==> src/rtl/img_pxl_loader.sv <==
// img_pxl_loader: raster pixel stream -> detector input frame-buffer writes, then run/done handoff.
// Define IMG_PXL_LOADER_LAST_CHECK_EN to check s_last framing and drive frame_err.
module img_pxl_loader #(
  parameter int IMG_W = 5,
  parameter int IMG_H = 5,
  parameter int PXL_W = 8,
  parameter int X_W   = $clog2(IMG_W),
  parameter int Y_W   = $clog2(IMG_H)
) (
  input  logic             clk,
  input  logic             rst_n,
  input  logic             s_valid,
  output logic             s_ready,
  input  logic [PXL_W-1:0] s_data,
  input  logic             s_last,
  output logic             frame_buf_in_wr_en,
  output logic [X_W-1:0]   frame_buf_in_wr_x,
  output logic [Y_W-1:0]   frame_buf_in_wr_y,
  output logic [PXL_W-1:0] frame_buf_in_wr_data_pxl,
  output logic             run,
  input  logic             done,
  output logic             frame_err,
  output logic [7:0]       frame_cnt
);

  typedef enum logic [1:0] {LOAD, START, RUN, DRAIN} state_t;

  localparam logic [X_W-1:0] X_MAX = X_W'(IMG_W - 1);
  localparam logic [Y_W-1:0] Y_MAX = Y_W'(IMG_H - 1);

  state_t         state, next_state;
  logic [X_W-1:0] x;
  logic [Y_W-1:0] y;
  logic           hs;
  logic           at_end;
  logic           early_last;
  logic           done_hit;
  logic           ready_d;
  logic           run_d;

  // s_ready is a flop equal to (state == LOAD) after the first edge, so it can gate the handshake.
  assign hs     = s_valid && s_ready;
  assign at_end = (x == X_MAX) && (y == Y_MAX);

`ifdef IMG_PXL_LOADER_LAST_CHECK_EN
  assign early_last = s_last && !at_end;
`else
  logic unused_last;
  assign early_last  = 1'b0;
  assign unused_last = s_last;
`endif

  always_ff @(posedge clk or negedge rst_n) begin
    if (!rst_n) state <= LOAD;
    else        state <= next_state;
  end

  always_comb begin
    // NOTE: default first so every path assigns next_state and no latch is inferred.
    next_state = state;
    case (state)
      LOAD:    if (hs && at_end) next_state = START;
      START:   next_state = RUN;
      RUN:     if (done) next_state = DRAIN;
      DRAIN:   if (!done) next_state = LOAD;
      default: next_state = LOAD;
    endcase
  end

  // Registered outputs are computed one cycle early from the state decode.
  always_comb begin
    ready_d = (next_state == LOAD);
    run_d   = (state == RUN);
  end

  always_ff @(posedge clk or negedge rst_n) begin
    if (!rst_n) begin
      s_ready                  <= 1'b0;
      run                      <= 1'b0;
      frame_buf_in_wr_en       <= 1'b0;
      frame_buf_in_wr_x        <= '0;
      frame_buf_in_wr_y        <= '0;
      frame_buf_in_wr_data_pxl <= '0;
      x                        <= '0;
      y                        <= '0;
      done_hit                 <= 1'b0;
      frame_cnt                <= 8'd0;
    end else begin
      // NOTE: non-blocking assignments keep every flop sampling pre-edge values.
      s_ready            <= ready_d;
      run                <= run_d;
      frame_buf_in_wr_en <= hs;
      done_hit           <= (state == RUN) && done;
      frame_cnt          <= frame_cnt + 8'(done_hit);
      if (hs) begin
        frame_buf_in_wr_x        <= x;
        frame_buf_in_wr_y        <= y;
        frame_buf_in_wr_data_pxl <= s_data;
        if (at_end || early_last) begin
          x <= '0;
          y <= '0;
        end else if (x == X_MAX) begin
          x <= '0;
          y <= y + Y_W'(1);
        end else begin
          x <= x + X_W'(1);
        end
      end
    end
  end

`ifdef IMG_PXL_LOADER_LAST_CHECK_EN
  always_ff @(posedge clk or negedge rst_n) begin
    if (!rst_n) frame_err <= 1'b0;
    else        frame_err <= hs && (s_last != at_end);
  end
`else
  assign frame_err = 1'b0;
`endif

endmodule

==> config.mk <==
export PLATFORM = sky130hd
export DESIGN_NAME = img_pxl_loader
export DESIGN_NICKNAME = d
export VERILOG_FILES = /design/src/rtl/img_pxl_loader.sv
export SDC_FILE = /design/constraint.sdc
export NUM_CORES = 1
export LEC_CHECK = 0
export CAP_MARGIN = 5
export CORE_UTILIZATION = 50
export CTS_CLUSTER_DIAMETER = 150
export DETAILED_ROUTE_END_ITERATION = 16
export PLACE_DENSITY_LB_ADDON = 0.2
export SYNTH_ARGS = -nofsm -noshare
export SYNTH_HDL_FRONTEND = slang
export SYNTH_SLANG_ARGS = --single-unit
==> constraint.sdc <==
create_clock -name clk -period 3.8 [get_ports clk]
set_input_delay 0.38 -clock clk [delete_from_list [all_inputs] [get_ports clk]]
set_output_delay 0.38 -clock clk [all_outputs]
set_load 0.1 [all_outputs]
==> summary.txt <==
post-synthesis sequential area ratio: 0.594
largest cells by area after synthesis: dfrtp_1, mux2_4, ha_1
Wirelength per Cell: 12.8 µm
initial antenna violation count: 0
commonest register cell after synthesis: dfrtp_1
Final nets: 168
CTS tree: done
RSZ-0062 raised after global routing: false
Finished Cell Area: 0.00187 mm²
I/O Buffers: 36
Post-DP HPWL: 1.63 mm
EDFF count, synth: 0
DIE WIDTH: 55.5 µm
via/cell ratio: 5.20
worst hold slack: 446 ps
placed instance area: 0.00181 mm²
total negative slack: 0 ps
final slew viol count: 0
top-level I/O count: 39
die area: 0.00308 mm²
largest net degree at the start of global routing: 35
placer congestion estimate: 0.690
syn_area_per_cell: 13.3 µm²
Die H: 55.5 µm
cell accounting for the most synthesized area: dfrtp_1
clock tree buffer depth: 2
site row count: 19
slowest cell delay on critical path: 1170 ps
Seq cells post-synth: 34
Residual DRC: 0
vias in the first global route: 916
Area Growth Syn to Fin: 30.3%
CTS Hold Buffers Added: 0
Net Count, Synth: 127
unique cell type count in the Yosys netlist: 30
fmax: 434 MHz
YS warnings: 0
r2r setup slk: 2410 ps
Clk pin slew, worst setup/hold paths: 90 ps
CTS Root Cell: clkbuf_4
number of diodes: 0
GRT Residual Overflow: 0
Min-Delay Path Class: primary input to asynchronous set/reset pin
final setup fails: 0
Core Area: 0.00273 mm²
WP data required: 3420 ps
cts repair resizes: 0
CP arrival: 1930 ps
status: finished clean
Post-synth top cells: dfrtp_1, nand2_1, o21ai_0
final hold violations: 0
CTS Buf Count: 5
CP Capture Type: output port
layout cell share with drive strength beyond 1: 0.173
routed wire length: 2.31 mm
Mapped Area: 0.00143 mm²
Routed Antenna Nets: 0
Cell Chain, Critical Path: clkdlybuf4s50_1
top cell type's share of synthesized area: 0.594
Starting Density: 0.524
relative slew slack: 0.341
postcts setup bufs: 0
detailed-route via count: 941
total track usage: 0.179
DR iter-0 viols: 8
worst skew pair latency: 330 ps
startpoint types: flip-flop
Period minus WS final: 2310 ps
most common cell in the netlist: dfrtp_1
Async SR Flop Fraction: 1.00
CP max stage cell: clkdlybuf4s50_1
clock skew: 10.1 ps
CP Class: flip-flop to output port
Tcrit/Tclk final: 0.607
Least-Margin Pin Slew: 986 ps
clock sink count: 34
Max FO, Critical Path: 3
# Max-Cap Violations: 0
crit-path leading delay family: buffers and inverters
Pre-antenna DRT Iters: 4
CP Buf/Inv Count: 1
first-pass GRT wire length: 4.11 mm
H-tree depth: 2
synthesized instance count: 108
[area by class of cell]
cell class                 count  area [µm²]
timing repair buffer          37         368
clock inverter                 1        5.00
tap                           31        38.8
fill                         206         868
sequential                    34         851
inverter                       5        21.3
clock buffer                   7        55.1
multi-input combinational     66         527
[flip-flops by register name, summed over array words and instances, names as in the netlist, 2 cells and up]
| register | flops |
|---|---|
| state | 2 |
| frame_buf_in_wr_y | 3 |
| frame_cnt | 8 |
| frame_buf_in_wr_x | 3 |
| x | 3 |
| y | 3 |
| frame_buf_in_wr_data_pxl | 8 |
[through the flow]
step           cells  worst slack [ps]   util
2_1_floorplan    108              1960      -
5_1_grt          181              1410  0.682
3_3_place_gp     173              1850  0.660
3_5_place_dp     173              1840  0.660
4_1_cts          181              1470  0.682
6_report         181              1490  0.682
[worst paths after layout]
check	endpoint	startpoint	cells past startpoint
worst max register to register	s_ready	x[0]	5
worst min register to register	frame_cnt[0]	done_hit	1
max in group asynchronous	s_ready	rst_n	2
worst min-delay path	frame_cnt[5]	rst_n	2
worst max-delay path	s_ready	s_ready	1
min in group clk	frame_cnt[0]	done_hit	1
[metal layers]
layer / share of wire / up-vias / track usage / wire (µm)
li1: - / 448 / - / -
met1: 0.45 / 459 / 0.220 / 1030
met2: 0.48 / 32 / 0.267 / 1100
met3: 0.068 / 2 / 0.0820 / 157
met4: 0.010 / 0 / 0.0857 / 23
met5: 0 / - / 0 / 0
[kinds of logic (layout without fill, tap and decap cells)]
group,count (synthesis),in the layout,share of synthesized area
XOR/XNOR,6,6,0.0367
adder cells (fa/ha/maj),6,6,0.0524
AO/OA/AOI/OAI,14,14,0.0612
multiplexers,12,12,0.113
flip-flops,34,34,0.594
other,1,1,0.00262
AND/OR/NAND/NOR,27,27,0.102
buffers and inverters,8,50,0.0376
[layout by cell type, fill, tap and decap left out, drive strengths merged]
cell and count:
nand3 3, nor2b 1, inv 5, a22o 1, clkdlybuf4s50 36, a21o 1, and3 1, o41ai 1
clkinv 1, buf 1, nor3 1, nor2 6, clkbuf 7, nand2 11, mux2 12, xor2 3
xnor2 3, and2 1, ha 6, dfrtp 34, conb 1, a21oi 1, nor3b 1, o21ai 10
nand4 2
[worst register-to-register path: cells and delay by family (launching register included)]
family | cells | cell delay [ps]
AO/OA/AOI/OAI | 2 | 330
adder cells (fa/ha/maj) | 1 | 230
buffers and inverters | 1 | 100
flip-flops | 1 | 390
AND/OR/NAND/NOR | 1 | 210
Power is left out: the tool's default activity adds up to more than one toggle a clock period on the data nets, which glitch-free logic cannot reach.
==> RTL edit (same settings) <==
The option `IMG_PXL_LOADER_LAST_CHECK_EN` is turned on by a define.
--- a/src/rtl/img_pxl_loader.sv
+++ b/src/rtl/img_pxl_loader.sv
@@ -1,5 +1,7 @@
 // img_pxl_loader: raster pixel stream -> detector input frame-buffer writes, then run/done handoff.
 // Define IMG_PXL_LOADER_LAST_CHECK_EN to check s_last framing and drive frame_err.
+`define IMG_PXL_LOADER_LAST_CHECK_EN
+
 module img_pxl_loader #(
   parameter int IMG_W = 5,
   parameter int IMG_H = 5,
Formal check against the unedited RTL: not equivalent (Yosys sat finds a counterexample within 4 cycles, from zero or initial values and one cycle with rst_n low).
==> RTL edit against the original RTL <==
- hold slack better by 0.0050 ns
- non-clock buffer count up 2
- routed wire length up 12%
- core utilization up 1.4 points
- worst setup slack worse by 0.066 ns
- global-route usage up 1.8 points
- register-to-register slack worse by 0.45 ns
- design area up 2.0%
- sequential cell count up 1
- area after synthesis up 0.70%
- via count up 6.2%
- die area up 0.67%
Power is not shown: default switching activity piles up to over one toggle a cycle in this logic, so the estimate is an artifact.
==> RTL edit: results (changes against the original RTL) <==
largest net degree at the start of global routing=36 (+2.9%); share of layout cells above drive strength 1=11.7% (-5.7 points); Cell variety after synth=27 (-10%); syn avg cell area=12.2 sq um (-7.8%); crit path max fanout=5 (+2); reg2reg setup slack=1.96 ns (-0.45 ns); vias in the first global route=1064 (+16%); crit path DAT=1.99 ns (+0.06 ns); dominant cells by area after synthesis=dfrtp_1 (61%), ha_1 (6.1%), mux2_2 (5.5%); Avg WL per Cell=13.3 um (+4.5%); sequential share of the synthesized area=60.8% (+1.3 points); clock skew=0.00436 ns (-0.00577 ns); gpl congestion=0.769 (+11%); routed wire length=2.59 mm (+12%); status=completed; first-pass GRT wire length=4.57 mm (+11%); Placed Instances=186 (+7.5%); Reg2Reg Capture Point=y[2]; most frequent cells after synthesis=dfrtp_1 (35), nand2_1 (14), o21ai_0 (12); Total Nets Final=182 (+8.3%); Worst Reg-to-Reg Cells=7 (+2); ys async rst share=100% (unchanged); Total GRT Usage=19.6% (+1.8 points); initial DRC count=21 (+13); Final HPWL DP=1.87 mm (+15%)
RTL edit: changes by cell type after synthesis, sizes merged, moves of 2 or more:
cell,change
or3,+2
inv,+2
buf,-2
nand2,+4
o21ai,+2
mux2,-3
RTL edit: final cells by class:
type / count / area [sq um]
inverter: 7 / 26.3
clock buffer: 7 / 45.0
timing repair buffer: 39 / 388
fill: 221 / 831
clock inverter: 1 / 5.00
sequential: 35 / 876
tap: 31 / 38.8
multi-input combinational: 74 / 524
RTL edit: how the worst max path moves through the flow:
stage / from / to / slack, ns
finish: s_ready / s_ready / 1.43
global placement: s_ready / s_ready / 1.83
detailed placement: s_ready / s_ready / 1.79
floorplan: frame_cnt[0] / frame_cnt[6] / 1.91
CTS: s_ready / s_ready / 1.41
global route: s_ready / s_ready / 1.37
RTL edit: worst register-to-register path, delay by kind of cell (launching register included):
| kind | cells | cell delay (ns) |
|---|---|---|
| adders and majority gates | 2 | 0.55 |
| DFF | 1 | 0.36 |
| and+or+nand+nor | 3 | 0.70 |
| AOI/OAI and AO/OA | 1 | 0.07 |
| buffers and inverters | 1 | 0.08 |
RTL edit: cells by family (layout without fill, tap and decap cells):
| family | after synthesis | count (layout) | share of synthesized area, % |
|---|---|---|---|
| compound gates | 17 | 17 | 7.21 |
| mux | 9 | 9 | 7.55 |
| xor+xnor | 6 | 6 | 3.65 |
| simple gates | 35 | 35 | 11.9 |
| buf+inv | 9 | 54 | 2.86 |
| fa+ha+maj | 7 | 7 | 6.08 |
| flops | 35 | 35 | 60.8 |
RTL edit: metrics by stage:
stage	utilization, %	hold WS [ns]	setup WS [ns]	cell area [sq um]
2_1_floorplan	-	0.0844	1.91	1440
5_1_grt	69.6	0.485	1.37	1900
3_5_place_dp	67.8	0.461	1.79	1850
6_report	69.6	0.451	1.43	1900
4_1_cts	69.6	0.469	1.41	1900
3_3_place_gp	67.8	0.452	1.83	1850
RTL edit: per-layer routing:
layer / part of all wire (%) / track usage (%)
met4: 1.2 / 8.21
met1: 42 / 22.1
met2: 51 / 32.7
met5: 0 / 0
met3: 5.3 / 8.37
